`src/rtl/mem_channel_arbiter.sv`:
```
// Arbitrates NUM_CH requesters onto one registered memory port (round-robin or fixed priority).
// Grant is registered one cycle after the request; ch_acknowledge follows mem_acknowledge by one cycle, with a timeout fallback.
module mem_channel_arbiter #(
  parameter  int NUM_CH      = 4,
  parameter  int DATA_W      = 128,
  parameter  int ADDR_W      = 26,
  parameter  int ARB_MODE    = 0,
  parameter  int TIMEOUT_CYC = 1024,
  localparam int BE_W        = DATA_W / 8
) (
  input  logic                     clk,
  input  logic                     reset,
  input  logic [NUM_CH*ADDR_W-1:0] ch_address,
  input  logic [NUM_CH*BE_W-1:0]   ch_byte_enable,
  input  logic [NUM_CH-1:0]        ch_read,
  input  logic [NUM_CH-1:0]        ch_write,
  input  logic [NUM_CH*DATA_W-1:0] ch_write_data,
  output logic [NUM_CH-1:0]        ch_acknowledge,
  output logic [NUM_CH-1:0]        ch_error,
  output logic [DATA_W-1:0]        ch_read_data,
  output logic [ADDR_W-1:0]        mem_address,
  output logic [BE_W-1:0]          mem_byte_enable,
  output logic                     mem_read,
  output logic                     mem_write,
  output logic [DATA_W-1:0]        mem_write_data,
  input  logic                     mem_acknowledge,
  input  logic [DATA_W-1:0]        mem_read_data,
  output logic [2:0]               grant_id,
  output logic                     busy,
  output logic [15:0]              txn_count
);

  typedef enum logic [1:0] {IDLE, ISSUE, RESP} state_t;

  localparam int PW = $clog2(NUM_CH);
  localparam int TW = (TIMEOUT_CYC > 1) ? $clog2(TIMEOUT_CYC) : 1;

  state_t            state, state_nx;
  logic [PW-1:0]     rr_ptr, base, idx, win;
  logic [TW-1:0]     tmo_cnt;
  logic              err, tmo_hit, any_pend, sel_wr;
  logic [NUM_CH-1:0] pend;
  logic [ADDR_W-1:0] sel_addr;
  logic [BE_W-1:0]   sel_be;
  logic [DATA_W-1:0] sel_wdata;

  assign pend     = ch_read | ch_write;
  assign any_pend = |pend;
  assign tmo_hit  = (TIMEOUT_CYC != 0) && (tmo_cnt == TW'(TIMEOUT_CYC - 1));

  // Scan downward from the farthest offset so the nearest pending channel at/after base wins.
  always_comb begin
    base = (ARB_MODE != 0) ? '0 : rr_ptr;
    idx  = '0;
    win  = '0;
    for (int i = NUM_CH - 1; i >= 0; i--) begin
      idx = PW'((int'(base) + i) % NUM_CH);
      if (pend[idx]) win = idx;
    end
  end

  always_comb begin
    sel_addr  = '0;
    sel_be    = '0;
    sel_wdata = '0;
    sel_wr    = 1'b0;
    for (int k = 0; k < NUM_CH; k++) begin
      if (win == PW'(k)) begin
        sel_addr  = ch_address[k*ADDR_W +: ADDR_W];
        sel_be    = ch_byte_enable[k*BE_W +: BE_W];
        sel_wdata = ch_write_data[k*DATA_W +: DATA_W];
        sel_wr    = ch_write[k];
      end
    end
  end

  always_comb begin
    state_nx = state;
    case (state)
      IDLE:    if (any_pend) state_nx = ISSUE;
      ISSUE:   if (mem_acknowledge || tmo_hit) state_nx = RESP;
      RESP:    state_nx = IDLE;
      default: state_nx = IDLE;
    endcase
  end

  always_ff @(posedge clk or posedge reset) begin
    if (reset) state <= IDLE;
    else       state <= state_nx;
  end

  always_ff @(posedge clk or posedge reset) begin
    if (reset) begin
      rr_ptr          <= '0;
      tmo_cnt         <= '0;
      err             <= 1'b0;
      grant_id        <= '0;
      mem_address     <= '0;
      mem_byte_enable <= '0;
      mem_write_data  <= '0;
      mem_read        <= 1'b0;
      mem_write       <= 1'b0;
      ch_read_data    <= '0;
      txn_count       <= '0;
    end else begin
      case (state)
        IDLE: if (any_pend) begin
          grant_id        <= 3'(win);
          rr_ptr          <= (win == PW'(NUM_CH - 1)) ? '0 : win + 1'b1;
          mem_address     <= sel_addr;
          mem_byte_enable <= sel_be;
          mem_write_data  <= sel_wdata;
          mem_write       <= sel_wr;
          mem_read        <= ~sel_wr;
          tmo_cnt         <= '0;
          err             <= 1'b0;
        end
        ISSUE: begin
          // An acknowledge on the final timeout cycle still counts as a normal completion.
          if (mem_acknowledge) begin
            mem_read  <= 1'b0;
            mem_write <= 1'b0;
            if (mem_read) ch_read_data <= mem_read_data;
          end else if (tmo_hit) begin
            mem_read     <= 1'b0;
            mem_write    <= 1'b0;
            ch_read_data <= '0;
            err          <= 1'b1;
          end else begin
            tmo_cnt <= tmo_cnt + 1'b1;
          end
        end
        RESP:    txn_count <= txn_count + 16'd1;
        default: ;
      endcase
    end
  end

  assign busy           = (state != IDLE);
  assign ch_acknowledge = (state == RESP) ? (NUM_CH'(1) << grant_id) : '0;
  assign ch_error       = (state == RESP && err) ? (NUM_CH'(1) << grant_id) : '0;

endmodule

```
`config.mk`:
```
export PLATFORM = sky130hd
export DESIGN_NAME = mem_channel_arbiter
export DESIGN_NICKNAME = d
export VERILOG_FILES = /design/src/rtl/mem_channel_arbiter.sv
export SDC_FILE = /design/constraint.sdc
export NUM_CORES = 1
export LEC_CHECK = 0
export CORE_AREA = 4 4 439 441
export CTS_CLUSTER_DIAMETER = 80
export DETAILED_ROUTE_END_ITERATION = 8
export DIE_AREA = 0 0 443 445
export GPL_ROUTABILITY_DRIVEN = 0
export SLEW_MARGIN = 5
export SYNTH_ARGS = -nofsm -noshare
export SYNTH_HDL_FRONTEND = slang
export SYNTH_SLANG_ARGS = --single-unit
```
`constraint.sdc`:
```
create_clock -name clk -period 11.1 [get_ports clk]
set_clock_uncertainty 0.05 [all_clocks]
set_input_delay 2.22 -clock clk [delete_from_list [all_inputs] [get_ports clk]]
set_output_delay 2.22 -clock clk [all_outputs]
set_load 0.005 [all_outputs]
```
==> impl_metrics.tcl, run 1 <==
set metrics [dict create \
    outcome "finished clean" \
    antenna_found_initial 96 \
    synth_top_area_cell "dfrtp_1" \
    peakVddDrop_uv 249.1 \
    hp-class "flop to flop" \
    drt-total-wl_mm 146.0 \
    ys_warn_count 0 \
    nFillCells 20966 \
    ys_seq_area_share_pct 45.13 \
    dp.cells 5324 \
    finalWorstSetupSlack_ns 5.091 \
    ant_nets 0 \
    synth_area_leaders "dfrtp_1, nor2b_1, a221oi_1" \
    cts_tree "yes" \
    area_delta_synth_final_pct 84.45 \
    finalCritPeriodShare_pct 54.13 \
    grtUsageTotal_pct 14.01 \
    clkTransAtPathRegs_ns 0.06 \
    drc_errors 0 \
    worstPathRequired_ns 11.58 \
    grt-ovfl-total 0 \
    cts_setup_buffers 0 \
    num-nets-final 3688 \
    fin_util_pct 18.00 \
    synth_common_cells "nor2b_1, dfrtp_1, nand2_1" \
    drive_above_1_share_pct 4.249 \
    crit_arrival_ns 6.49 \
    num_rows 160 \
    rsz0062_at_grt "false" \
    avgSynthCellArea_sq_um 10.01 \
    ys_seq_elements 333 \
    cts_buffers 48 \
    start_kind "input port" \
    cts-root-buf "clkbuf_16" \
    period_needed_ns 6.009 \
    die_x_um 443 \
    htreeDepth 2 \
    met3_usage_pct 6.753 \
    cts_resized 0 \
    viasPerCell 3.820 \
    layoutNonFillerInstCount 5427 \
    grt_start_max_net_pins 203 \
    clock_path_buffers 3 \
    hold_violations 0 \
    drtPass1Iterations 6 \
    grt_pass1_vias 20487 \
    die-height_um 445 \
    gr-usage-met1_pct 14.64 \
    vias 20729 \
    tightest_slew_ns 1.405 \
    synth-edff-count 0 \
    slew_viol_final 0 \
    coreArea_sq_mm 0.1892 \
    synth_nets 2669 \
    cts.sinks 333 \
    drv_cap 0 \
    dpl_cell_area_sq_mm 0.03246 \
    ioPinCount 1147 \
    worstPathMaxFanout 102 \
    r2r_slack_ns 6.96 \
    synth_flop_cell "dfrtp_1" \
    hpwl_mm 120.9 \
    wire_per_inst_um 26.90 \
    slew_headroom_pct 6.362 \
    synth.distinct_cells 55 \
    start_util_pct 9.761 \
    p_per_area_mw_per_mm2 261.1 \
    grt_pass1_wl_mm 188.4 \
    tns_ns 0 \
    syn_area_sq_mm 0.01847 \
    crit_type "input port to flop" \
    preCtsSetupSlack_ns 4.500 \
    ctsHoldBuffers 0 \
    grt_busiest_layer "met2" \
    critPathCaptureType "flop" \
    clk_latency_ns 0.65 \
    max_freq_ghz 0.1664 \
    final_area_sq_mm 0.03406 \
    met2_usage_pct 23.69 \
    yosysMostFrequentCell "nor2b_1" \
    leakagePower_uw 0.01212 \
    finalSetupViolations 0 \
    drt-initial-drc-count 1884 \
    yosysTopAreaCellShare_pct 45.13 \
    port_buffers 1145 \
    async_flop_share_pct 100.0 \
    syn_inst 1844 \
    dieArea_sq_mm 0.1971 \
]
report_power, final:
part           switching [uW]  internal, uW
clock network             655           892
logic                    2780          2400
registers                 361          1800
metrics by stage:
step | hold slack (ns) | total power [uW]
floorplan | 0.4184 | 4524
global placement | 0.4179 | 7417
detailed placement | 0.4175 | 7485
CTS | 0.4295 | 9103
global route | 0.4468 | 9481
finish | 0.4260 | 8892
logic make-up after synthesis:
group	count (synthesis)	synth area share [%]
AOI/OAI and AO/OA	679	30.78
xor gates and xnor gates	15	0.7114
adders and majority gates	6	0.4065
buffers and inverters	214	5.373
DFF	333	45.13
muxes	1	0.05421
other	1	0.02031
and+or+nand+nor	595	17.53
cell type report:
cell class / instances / area, sq um / area share (%)
Sequential cell: 333 / 8333 / 24.47
Timing Repair Buffer: 1174 / 11740 / 34.47
Multi-Input combinational cell: 1297 / 9206 / 27.03
Clock buffer: 66 / 1379 / 4.048
Antenna cell: 21 / 52.55 / 0.1543
Clock inverter: 16 / 167.7 / 0.4923
Inverter: 9 / 37.54 / 0.1102
Tap cell: 2511 / 3142 / 9.224
per-layer routing:
| layer | up-vias | wire [um] |
|---|---|---|
| li1 | 9060 | - |
| met2 | 1078 | 70370 |
| met3 | 318 | 16820 |
| met5 | - | 488 |
| met1 | 10195 | 50490 |
| met4 | 78 | 7830 |
sequential cells by signal, summed over array words and instances (netlist names), 2 cells and up:
name             flops
ch_read_data       128
mem_write_data     128
mem_address         26
mem_byte_enable     16
txn_count           16
tmo_cnt             10
base                 2
grant_id             2
state                2
worst max-delay path: stages:
cell and delay [ns]:
clkdlybuf4s50_1 0.47, nor2_1 0.45, a211oi_1 0.15, a211o_1 0.40, inv_1 0.20, ha_4 0.36
buf_4 0.56, buf_12 0.37, nor2b_1 0.10, a221oi_1 0.53, o311ai_0 0.22, o21a_1 0.18
cells in the final DEF (no fill, tap or decap), types with 8 or more instances in the layout:
cell             netlist  routed
inv_1                  9       8
xnor2_1               10      10
a22o_1               128     128
clkdlybuf4s50_1        0    1145
diode_2                0      21
o311ai_1              67      67
clkbuf_16              0      48
nand2_1              193     193
nor2_1                16      15
o311ai_0             104     104
dfrtp_1              333     333
a221oi_1             170     169
nand3_1                9       9
nor2b_1              339     339
clkbuf_8               0      11
o21a_1               173     173
buf_4                  3      24
o21ai_0                9       9
final timing paths:
kind | cells after the start | startpoint | end
min in group asynchronous | 3 | reset | ch_read_data[100]
max in group asynchronous | 5 | reset | mem_byte_enable[11]
worst max-delay path | 12 | ch_write[2] | mem_write_data[111]
worst min register to register | 1 | txn_count[15] | txn_count[15]
worst min-delay path | 1 | txn_count[15] | txn_count[15]
worst max register to register | 10 | base[1] | mem_write_data[36]
No activity file was read; power rests on OpenSTA's default activity.
==> run 2, diff against run 1 <==
--- a/config.mk
+++ b/config.mk
@@ -5,10 +5,10 @@
 export SDC_FILE = /design/constraint.sdc
 export NUM_CORES = 1
 export LEC_CHECK = 0
-export CORE_AREA = 4 4 439 441
+export CORE_AREA = 4 4 441 443
 export CTS_CLUSTER_DIAMETER = 80
 export DETAILED_ROUTE_END_ITERATION = 8
-export DIE_AREA = 0 0 443 445
+export DIE_AREA = 0 0 445 447
 export GPL_ROUTABILITY_DRIVEN = 0
 export SLEW_MARGIN = 5
 export SYNTH_ARGS = -nofsm -noshare
==> constraint.sdc (replaced) <==
create_clock -name clk -period 5.97 [get_ports clk]
set_clock_uncertainty 0.05 [all_clocks]
set_input_delay 1.194 -clock clk [delete_from_list [all_inputs] [get_ports clk]]
set_output_delay 1.194 -clock clk [all_outputs]
set_load 0.005 [all_outputs]
==> run 2 against run 1 <==
  * Die area is 0.90% higher
  * Clock power rose by 87%
  * Critical path depth fell by 2
  * Final cell count increased by 1.1%
  * Sequential share of layout area fell by 0.37 points
  * Via count rose by 2.0%
  * Worst setup slack worse by 3.6 ns
  * Global-route usage down 0.13 points
  * Utilization up 0.20 points
  * Final area is 1.5% higher
  * Sequential cell count unchanged
  * Critical path type unchanged
  * Highest routed layer unchanged
==> impl_metrics.tcl, run 2 (synthesized netlist as in run 1, its figures left out) <==
set metrics [dict create \
    outcome "finished clean" \
    vias 21139 \
    tightest_slew_ns 1.020 \
    crit_end "mem_byte_enable[15]" \
    die_x_um 445 \
    mostFrequentLayoutCell "clkdlybuf4s50_1" \
    drive_above_1_share_pct 5.744 \
    reg2reg_depth 10 \
    clkTransAtPathRegs_ns 0.06 \
    cts_resized 0 \
    grt_pass1_wl_mm 188.6 \
    drt-initial-drc-count 2131 \
    drtPass1Iterations 6 \
    dieArea_sq_mm 0.1989 \
    port_buffers 1145 \
    tns_ns 0 \
    antenna_found_initial 94 \
    crit_type "input port to flop" \
    die-height_um 447 \
    ctsHoldBuffers 0 \
    cts_buffers 48 \
    max_freq_ghz 0.2228 \
    rr_endpoint "mem_write_data[102]" \
    finalCritPeriodShare_pct 75.19 \
    clock_path_buffers 3 \
    hold_violations 0 \
    num-nets-final 3728 \
    worstPathRequired_ns 6.50 \
    hpwl_mm 123.2 \
    largest_registers "ch_read_data: 128 flops, mem_write_data: 128 flops, mem_address: 26 flops" \
    crit_arrival_ns 5.02 \
    finalSetupViolations 0 \
    grt-ovfl-total 0 \
    slew_headroom_pct 32.00 \
    htreeDepth 2 \
    num_rows 160 \
    layout_common_cells "clkdlybuf4s50_1, nor2b_1, dfrtp_1, nand2_1, o21a_1" \
    area_delta_synth_final_pct 87.26 \
    viasPerCell 3.853 \
    cp-startpoint "ch_write[2]" \
    ioPinCount 1147 \
    worstPathMaxFanout 32 \
    cts_tree "yes" \
    period_needed_ns 4.489 \
    worstReg2RegStart "base[1]" \
    drv_cap 0 \
    holdWs_ns 0.4388 \
    start_kind "input port" \
    grt_start_max_net_pins 118 \
    coreArea_sq_mm 0.1900 \
    critPathCaptureType "flop" \
    drc_errors 0 \
    grt_pass1_vias 20724 \
    cts-root-buf "clkbuf_16" \
    leakagePower_uw 0.01238 \
    wire_per_inst_um 26.75 \
    p_per_area_mw_per_mm2 492.6 \
    rsz0062_at_grt "false" \
    fin_util_pct 18.20 \
    cts.sinks 333 \
    start_util_pct 9.719 \
    ant_nets 0 \
    cts_setup_buffers 0 \
    slew_viol_final 0 \
    r2r_slack_ns 2.25 \
    hp-class "flop to flop" \
    drt-total-wl_mm 146.8 \
    peakVddDrop_uv 193.8 \
    clk_latency_ns 0.67 \
    grtUsageTotal_pct 13.88 \
]
==> run 2: cell count changes in the layout (fill, tap and decap cells not counted), sizes merged <==
cell,delta
diode,+13
clkbuf,-3
buf,+40
clkinv,+6
inv,+2
clkinvlp,+2
==> run 2: worst max-delay path, cell delays in order <==
cell and delay (ns):
clkdlybuf4s50_1 0.49, nor2_1 0.41, o21ai_0 0.15, o22ai_1 0.46, ha_4 0.56, nor2b_1 0.35, a221oi_1 0.15, o311ai_0 0.88
buf_4 0.24, o21a_1 0.10
==> run 2: how the worst min path moves through the flow <==
stage,startpoint,endpoint,slack [ns],depth (start not counted)
floorplan,txn_count[15],txn_count[15],0.42,1
global placement,txn_count[9],txn_count[9],0.42,1
detailed placement,txn_count[15],txn_count[15],0.42,1
CTS,txn_count[9],txn_count[9],0.44,1
global route,mem_write_data[24],mem_write_data[24],0.46,1
finish,mem_write_data[26],mem_write_data[26],0.44,1
==> run 2: layout make-up <==
class / count / area, sq um
well taps: 2511 / 3142
fillers: 21017 / 155400
inverters: 9 / 37.54
diodes: 34 / 85.08
clock buffers: 63 / 1338
multi-input cells: 1297 / 9200
clock inverters: 26 / 239.0
flip-flops and latches: 333 / 8333
repair buffers: 1214 / 12200
==> run 2: routing by layer <==
metal / track usage [%] / vias up / wire length (um)
met1: 15.57 / 10461 / 53940
met3: 6.066 / 269 / 15820
li1: - / 9191 / -
met4: 5.509 / 60 / 6526
met2: 23.10 / 1158 / 70120
met5: 0 / - / 354
==> run 2: report_power, final <==
| group | internal (uW) | switching (uW) | total (uW) |
|---|---|---|---|
| clock network | 1640 | 1260 | 2900 |
| logic | 4700 | 5350 | 10000 |
| registers | 3340 | 739 | 4080 |
==> run 2: per-stage QoR <==
step / instance area [sq um] / std cells / power (uW) / setup WS (ns)
after global routing: 34530 / 5469 / 18080 / 1.447
final: 34580 / 5487 / 17030 / 1.481
after global placement: 32920 / 5364 / 14210 / 0.9583
after floorplan: 18470 / 1844 / 8411 / 0.2774
after detailed placement: 32920 / 5364 / 14320 / 0.8997
after CTS: 34490 / 5453 / 17360 / 1.653
==> run 3, diff against run 2 <==
==> constraint.sdc (replaced) <==
create_clock -name clk -period 4.6 [get_ports clk]
set_clock_uncertainty 0.05 [all_clocks]
set_input_delay 0.92 -clock clk [delete_from_list [all_inputs] [get_ports clk]]
set_output_delay 0.92 -clock clk [all_outputs]
set_load 0.005 [all_outputs]
==> run 3 against run 2 <==
  * Sequential cell count unchanged
  * Total power up 33%
  * Sequential share of layout area down 0.37 points
  * Die area unchanged
  * Largest power group unchanged
  * Worst setup slack worse by 1.1 ns
==> impl_metrics.tcl, run 3 (synthesized netlist as in run 1, its figures left out) <==
set metrics [dict create \
    dp.cells 5420 \
    finalWorstSetupSlack_ns 0.3901 \
    grt_pass1_wl_mm 190.1 \
    hpwl_mm 126.2 \
    crit_end "mem_address[14]" \
    crit_type "input port to flop" \
    start_util_pct 9.719 \
    crit_arrival_ns 4.74 \
    reg2reg_depth 10 \
    rr_endpoint "mem_address[14]" \
    p_sw_uw 9602 \
    start_kind "input port" \
    cp-startpoint "ch_write[3]" \
    die-height_um 447 \
    die_x_um 445 \
    slew_headroom_pct 27.07 \
    p_sw_share_pct 42.27 \
    port_buffers 1145 \
    met2_usage_pct 23.90 \
    hold_violations 0 \
    peakVddDrop_uv 317.1 \
    grtUsageTotal_pct 14.04 \
    rsz0062_at_grt "false" \
    antenna_found_initial 87 \
    cts.sinks 333 \
    grt_start_max_net_pins 129 \
    coreArea_sq_mm 0.1900 \
    layoutNonFillerInstCount 5529 \
    preCtsSetupSlack_ns -0.09414 \
    cts_setup_buffers 0 \
    worstPathRequired_ns 5.13 \
    viasPerCell 3.817 \
    num-nets-final 3784 \
    grt-ovfl-total 0 \
    mostFrequentLayoutCell "clkdlybuf4s50_1" \
    vias 21103 \
    leakagePower_uw 0.01271 \
    drt-initial-drc-count 1843 \
    drv_cap 0 \
    p_per_area_mw_per_mm2 646.9 \
    drt-total-wl_mm 148.2 \
    layout_common_cells "clkdlybuf4s50_1, nor2b_1, dfrtp_1, nand2_1, o21a_1" \
    finalCritPeriodShare_pct 91.52 \
    cts-root-buf "clkbuf_16" \
    ioPinCount 1147 \
    outcome "finished clean" \
    grt_pass1_vias 20719 \
    drc_errors 0 \
    htreeDepth 2 \
    cts_resized 0 \
    pwr-share-clk_pct 17.2 \
    grt_busiest_layer "met2" \
    drtPass1Iterations 6 \
    clkTransAtPathRegs_ns 0.05 \
    critPathCaptureType "flop" \
    clk_latency_ns 0.65 \
    hp-class "flop to flop" \
    ctsHoldBuffers 0 \
    period_needed_ns 4.210 \
    max_freq_ghz 0.2375 \
    clock_path_buffers 3 \
    worstReg2RegStart "base[1]" \
    ant_nets 0 \
    wire_per_inst_um 26.81 \
    tightest_slew_ns 1.080 \
    worstPathMaxFanout 29 \
    finalSetupViolations 0 \
    largest_registers "ch_read_data: 128 flops, mem_write_data: 128 flops, mem_address: 26 flops" \
    gr-usage-met1_pct 15.64 \
    seq_power_share_pct 23.1 \
    dieArea_sq_mm 0.1989 \
    slew_viol_final 0 \
    intPower_uw 13110 \
    cts_buffers 48 \
    drive_above_1_share_pct 7.469 \
    cts_tree "yes" \
    num_rows 160 \
    area_delta_synth_final_pct 90.16 \
    r2r_slack_ns 0.99 \
    comb_power_share_pct 59.7 \
    met3_usage_pct 5.943 \
]
[run 3: changes by cell type in the layout (fill, tap and decap cells not counted), moves of 3 or more]
cell / before / now
buf_12: 18 / 26
buf_4: 51 / 99
bufinv_16: 1 / 4
diode_2: 34 / 19
[run 3: layout make-up]
class / count / area [sq um]
Tap cell: 2511 / 3142
Fill cell: 21037 / 154900
Inverter: 9 / 37.54
Timing Repair Buffer: 1270 / 12720
Sequential cell: 333 / 8333
Clock inverter: 27 / 311.5
Multi-Input combinational cell: 1297 / 9200
Clock buffer: 63 / 1318
Antenna cell: 19 / 47.55
[run 3: through the flow]
stage                     total power [uW]  area, sq um  hold slack (ns)   TNS (ns)  util, %
after floorplan                      10920        18470           0.4184    -272.60        -
after global placement               18900        33440           0.4227  -0.005127    17.60
after detailed placement             19050        33440           0.4287    -0.1671    17.60
after CTS                            23130        35070           0.4417          0    18.46
after global routing                 24060        35090           0.4498          0    18.47
final                                22710        35110           0.4379          0    18.48
[run 3: metal layers]
layer / part of all wire [%] / wire [um]
met1: 36 / 53890
met2: 49 / 72280
met3: 11 / 15590
met4: 4.1 / 6019
met5: 0.29 / 431
[run 3: power groups by stage]
stage / Clock (uW) / Combinational [uW] / Sequential, uW
4_1_cts: 4070 / 13800 / 5250
3_5_place_dp: 0 / 13800 / 5290
5_1_grt: 4160 / 14500 / 5410
2_1_floorplan: 0 / 5720 / 5200
6_report: 3910 / 13600 / 5260
3_3_place_gp: 0 / 13700 / 5240
[run 3: worst min path at each step]
| stage | from | endpoint | slack [ns] | cells past startpoint |
|---|---|---|---|---|
| 3_3_place_gp | mem_write_data[27] | mem_write_data[27] | 0.42 | 1 |
| 6_report | mem_byte_enable[10] | mem_byte_enable[10] | 0.44 | 1 |
| 2_1_floorplan | txn_count[15] | txn_count[15] | 0.42 | 1 |
| 3_5_place_dp | mem_write_data[72] | mem_write_data[72] | 0.43 | 1 |
| 4_1_cts | mem_write_data[85] | mem_write_data[85] | 0.44 | 1 |
| 5_1_grt | mem_write_data[10] | mem_write_data[10] | 0.45 | 1 |
[run 3: critical path, stage by stage]
cell and delay (ns):
clkdlybuf4s50_1 0.56, nor2_1 0.34, o21ai_0 0.16, o22ai_1 0.47
inv_1 0.22, ha_4 0.30, buf_4 0.26, nor2b_1 0.21
o311ai_0 0.92, buf_4 0.24, o21a_1 0.11
==> RTL edit 1 (flow settings as in run 3) <==
Reset style: synchronous (`reset`), changed in 2 clocked blocks.
--- a/src/rtl/mem_channel_arbiter.sv
+++ b/src/rtl/mem_channel_arbiter.sv
@@ -84,12 +84,12 @@
     endcase
   end
 
-  always_ff @(posedge clk or posedge reset) begin
+  always_ff @(posedge clk) begin
     if (reset) state <= IDLE;
     else       state <= state_nx;
   end
 
-  always_ff @(posedge clk or posedge reset) begin
+  always_ff @(posedge clk) begin
     if (reset) begin
       rr_ptr          <= '0;
       tmo_cnt         <= '0;
Function: differs if reset is asserted again (counterexample within 4 cycles, from zero or initial values and one cycle with reset high); with reset held inactive, the same outputs for 4 cycles.
==> RTL edit 1 against run 3 <==
Synthesized area fell by 7.6%. Die area unchanged. Worst setup slack better by 8.1 ps. Sequential cell count unchanged. Highest routed layer unchanged. Critical path depth is 2 higher. Routed wire length increased by 2.8%. Final area shrank 3.8%. Critical endpoint is now mem_address[19]. Register-to-register slack improved by 160 ps. Non-clock buffer count shrank 1.
Power is not compared: it rests on default switching activity, and its combinational part moved more than twofold at a synthesized area within 25%.
==> RTL edit 1: results (changes against run 3) <==
Place
  • Placed cells: 5613 (+3.6%)
  • Post-DP Area: 0.0321 mm2 (-3.9%)
  • DP HPWL: 130000 um (+3.0%)

Cells and area
  • Non-clock buffers: 1269 (-0.079%)
  • Buffering overhead: 0.378 (+0.0155)
  • Number of antenna diodes: 14 (-5)
  • Multi-input logic area: 0.00954 mm2 (+3.7%)
  • Post-layout util: 0.178 (-0.00711)
  • Multi-input gates: 1493 (+15%)
  • Clock Network Area Fraction: 0.0473 (+0.000894)
  • Fill count: 21108 (+0.34%)
  • Inverters: 7 (-2)
  • Seq/total area: 0.197 (-0.0399)
  • Layout cell share with drive strength beyond 1: 0.0712 (-0.00351)

Synth
  • Synth Area per Inst: 8.28 um2 (-17%)
  • Cells taking the most area after synthesis: dfxtp_1 (39%), nor2b_1 (13%), a221oi_1 (8.7%)
  • Synth async-reset ratio: 0 (-1.00)
  • Post-synthesis compound-gate area fraction: 0.292 (-0.0153)
  • Post-synthesis sequential area ratio: 0.391 (-0.0604)
  • Synth Area in Adders: 0.00440 (+0.000336)
  • Xor/xnor share of the synthesized area: 0.00822 (+0.00110)
  • Mapped Nets: 2884 (+8.1%)
  • Commonest cells in the netlist: nor2b_1 (342), dfxtp_1 (333), nor2_1 (211), a21oi_1 (180), nor3_1 (177)

Route
  • Met2 WL post-DR: 70900 um (-1.9%)
  • First DRT Iteration DRCs: 2248 (+22%)
  • Vias: 21659 (+2.6%)
  • Vias per cell: 3.79 (-0.69%)
  • Met3 routed WL: 16400 um (+5.3%)
  • WL met1: 58300 um (+8.2%)
  • Avg WL per Cell: 26.7 um (-0.51%)

Global route
  • Largest net degree at the start of global routing: 147 (+14%)
  • Met1 GRT Util: 0.168 (+0.0115)
  • Vias in the first global route: 20607 (-0.54%)
  • Global routing usage on met3: 0.0582 (-0.00126)
  • Initial antenna violation count: 65 (-25%)
  • GRT Total Usage: 0.144 (+0.00342)

Min path
  • Worst min-delay path endpoint: ch_read_data[116]
  • Hold Path Origin: ch_read_data[116]

Critical path
  • Worst Setup SP: ch_read[0]
  • CP Data Arrival Time: 4730 ps (about the same)
  • Setup slack, reg-to-reg: 1150 ps (+160 ps)

Timing
  • Max-slew headroom: 0.366 (+0.0948)

Clock network
  • CTS buffer count: 47 (-2.1%)

Status
  • Status: finished, final reports clean
==> RTL edit 1: changes by cell type in the layout (fill, tap and decap cells not counted), moves of 5 or more <==
cell and delta:
dfrtp_1 -333, dfxtp_1 +333, nor2_1 +194, a21oi_1 +175, nand2_1 -173, o21a_1 -172, nor3_1 +170, a211oi_1 +169
o311ai_0 -104, o311ai_1 -67, xor2_1 +6, diode_2 -5, xnor2_1 -5
==> RTL edit 1: stage by stage <==
| step | setup TNS [ps] | setup WS (ps) |
|---|---|---|
| 3_5_place_dp | -1180 | -461 |
| 3_3_place_gp | -1380 | -451 |
| 5_1_grt | 0 | 75.8 |
| 6_report | 0 | 398 |
| 2_1_floorplan | 0 | 1060 |
| 4_1_cts | 0 | 297 |
==> RTL edit 1: worst max-delay path: stages <==
cell and delay (ps):
clkdlybuf4s50_1 500, or2_2 350, a2111oi_0 430, a2bb2oi_1 330
inv_1 170, ha_4 250, buf_12 180, buf_12 200
nor2b_1 550, a221oi_1 200, nor3_1 290, a21oi_1 100
a211oi_1 230
==> RTL edit 2 (flow settings as in run 3) <==
Without the edit above. Set the parameter `ARB_MODE` to 1 (it was 0).
--- a/src/rtl/mem_channel_arbiter.sv
+++ b/src/rtl/mem_channel_arbiter.sv
@@ -4,7 +4,7 @@
   parameter  int NUM_CH      = 4,
   parameter  int DATA_W      = 128,
   parameter  int ADDR_W      = 26,
-  parameter  int ARB_MODE    = 0,
+  parameter  int ARB_MODE    = 1,
   parameter  int TIMEOUT_CYC = 1024,
   localparam int BE_W        = DATA_W / 8
 ) (
Function: no difference found for any inputs over 4 cycles, from zero or initial values and one cycle with reset high; that may be too few to reach the edited logic, so the function may still have changed.
==> RTL edit 2 against run 3 <==
Routed wire length up 13%. Clock power down 3%. Sequential cell count down 2. Register-to-register slack better by 550 ps. Final area down 8.2%. Worst setup slack better by 250 ps. Non-clock buffer count down 70. Synthesized area down 14%. Total power down 20%. First-iteration DRC count up 33%. Fmax up 6.4%. Hold slack worse by 23 ps. Sequential share of layout area up 2.0 points.
==> RTL edit 2: results (changes against run 3) <==
Status
  • Status: finished, final reports clean

Global route
  • First-pass GRT wire length: 208000 um (+9.2%)
  • GRT Total Usage: 0.159 (+0.0186)
  • Initial antenna violation count: 144 (+66%)
  • Vias in the first global route: 19680 (-5.0%)

Critical path
  • Worst Setup SP: state[1]
  • Setup slack, reg-to-reg: 1540 ps (+550 ps)
  • Worst r2r src: state[0]
  • Worst r2r path cells: 4 (-6)
  • Worst reg2reg endpoint: mem_write_data[9]
  • CP Data Arrival Time: 2990 ps (-1750 ps)
  • Crit Path Max Fanout: 9 (-69%)

Route
  • First DRT Iteration DRCs: 2453 (+33%)
  • Avg WL per Cell: 31.5 um (+17%)
  • Vias per cell: 3.82 (+0.16%)

Place
  • DP HPWL: 144000 um (+14%)
  • Placed cells: 5184 (-4.4%)

Clock network
  • CTS buffer count: 50 (+4.2%)
  • CTS clk-pin slew, worst paths: 50 ps (about the same)

Synth
  • Commonest cells in the netlist: dfrtp_1 (331), a21oi_1 (176), nand2_1 (170), nor2_1 (164), a31oi_1 (150)
  • Cells after Synth: 1643 (-11%)
  • Xor/xnor share of the synthesized area: 0.00827 (+0.00115)
  • Post-synthesis sequential area ratio: 0.521 (+0.0700)
  • Cells taking the most area after synthesis: dfrtp_1 (52%), o221ai_1 (7.7%), a22o_1 (7.1%)
  • Mapped Nets: 2464 (-7.7%)
  • Synth cell types: 50 (-9.1%)
  • Synth Area in Adders: 0.00157 (-0.00249)

Cells and area
  • Nets: 3546 (-6.3%)
  • Layout cell share with drive strength beyond 1: 0.0529 (-0.0218)
  • Fill count: 21246 (+0.99%)

Min path
  • Hold Path Origin: txn_count[15]
  • Worst min-delay path endpoint: txn_count[15]

Timing
  • Max-slew headroom: 0.300 (+0.0288)

Pwr
  • Leak: 11.9 nW (-6.5%)
  • Worst vdd ir: 0.000262 V (-18%)
==> RTL edit 2: cell count changes in the layout (fill, tap and decap cells not counted), moves of 146 or more <==
cell	delta
a21oi_1	+170
a221oi_1	-170
nor2_1	+146
a31oi_1	+149
o21a_1	-172
nor2b_1	-336
==> RTL edit 2: per-layer routing <==
layer,up-vias,global-route usage,share of wire
met1,9973,0.163,0.33
met2,1382,0.254,0.47
met5,-,0,0.0048
met4,100,0.0812,0.053
li1,8562,-,-
met3,363,0.0971,0.14
==> RTL edit 2: final cells by class <==
| cell class | instances | area, um2 | share of cell area |
|---|---|---|---|
| Antenna cell | 60 | 150 | 0.00466 |
| Sequential cell | 331 | 8280 | 0.257 |
| Multi-Input combinational cell | 1134 | 6970 | 0.216 |
| Clock buffer | 68 | 1380 | 0.0428 |
| Tap cell | 2511 | 3140 | 0.0974 |
| Timing Repair Buffer | 1200 | 12100 | 0.375 |
| Inverter | 8 | 38.8 | 0.00120 |
| Clock inverter | 19 | 201 | 0.00625 |
==> RTL edit 2: per-stage QoR <==
step	cell area, um2	hold WS (ps)	power (mW)	setup WS, ps	TNS [ps]
6_report	32200	415	18.2	642	0
5_1_grt	32200	421	19.1	585	0
4_1_cts	32100	418	18.6	652	0
3_5_place_dp	30500	410	14.7	771	0
3_3_place_gp	30500	413	14.6	794	0
2_1_floorplan	15900	415	7.77	-791	-261710
==> RTL edit 2: cell families (layout without fill, tap and decap cells) <==
| family | Yosys count | in the layout |
|---|---|---|
| AOI/OAI and AO/OA | 700 | 700 |
| xor gates and xnor gates | 15 | 15 |
| adders and majority gates | 2 | 2 |
| buffers and inverters | 178 | 1295 |
| DFF | 331 | 331 |
| muxes | 2 | 2 |
| other | 1 | 61 |
| and+or+nand+nor | 414 | 414 |
==> RTL edit 2: worst max path at each step <==
stage,end,slack [ps],cells after the start
after floorplan,ch_read_data[0],-790,1
after global placement,mem_write_data[108],790,6
after detailed placement,mem_write_data[108],770,6
after CTS,ch_error[1],650,4
after global routing,ch_error[1],590,4
final,ch_error[1],640,4
==> RTL edit 2: critical path: stages, from the launching register on <==
cell and delay, ps:
dfrtp_1 470, nor2b_1 820, nand2_1 240, nor3b_1 260, clkdlybuf4s50_1 540
==> RTL edit 2: report_power, final <==
part	internal, mW	switching, mW	total [mW]
Combinational	4.25	4.79	9.04
Sequential	4.31	1.02	5.33
Clock	2.17	1.64	3.81
Total	10.7	7.45	18.2
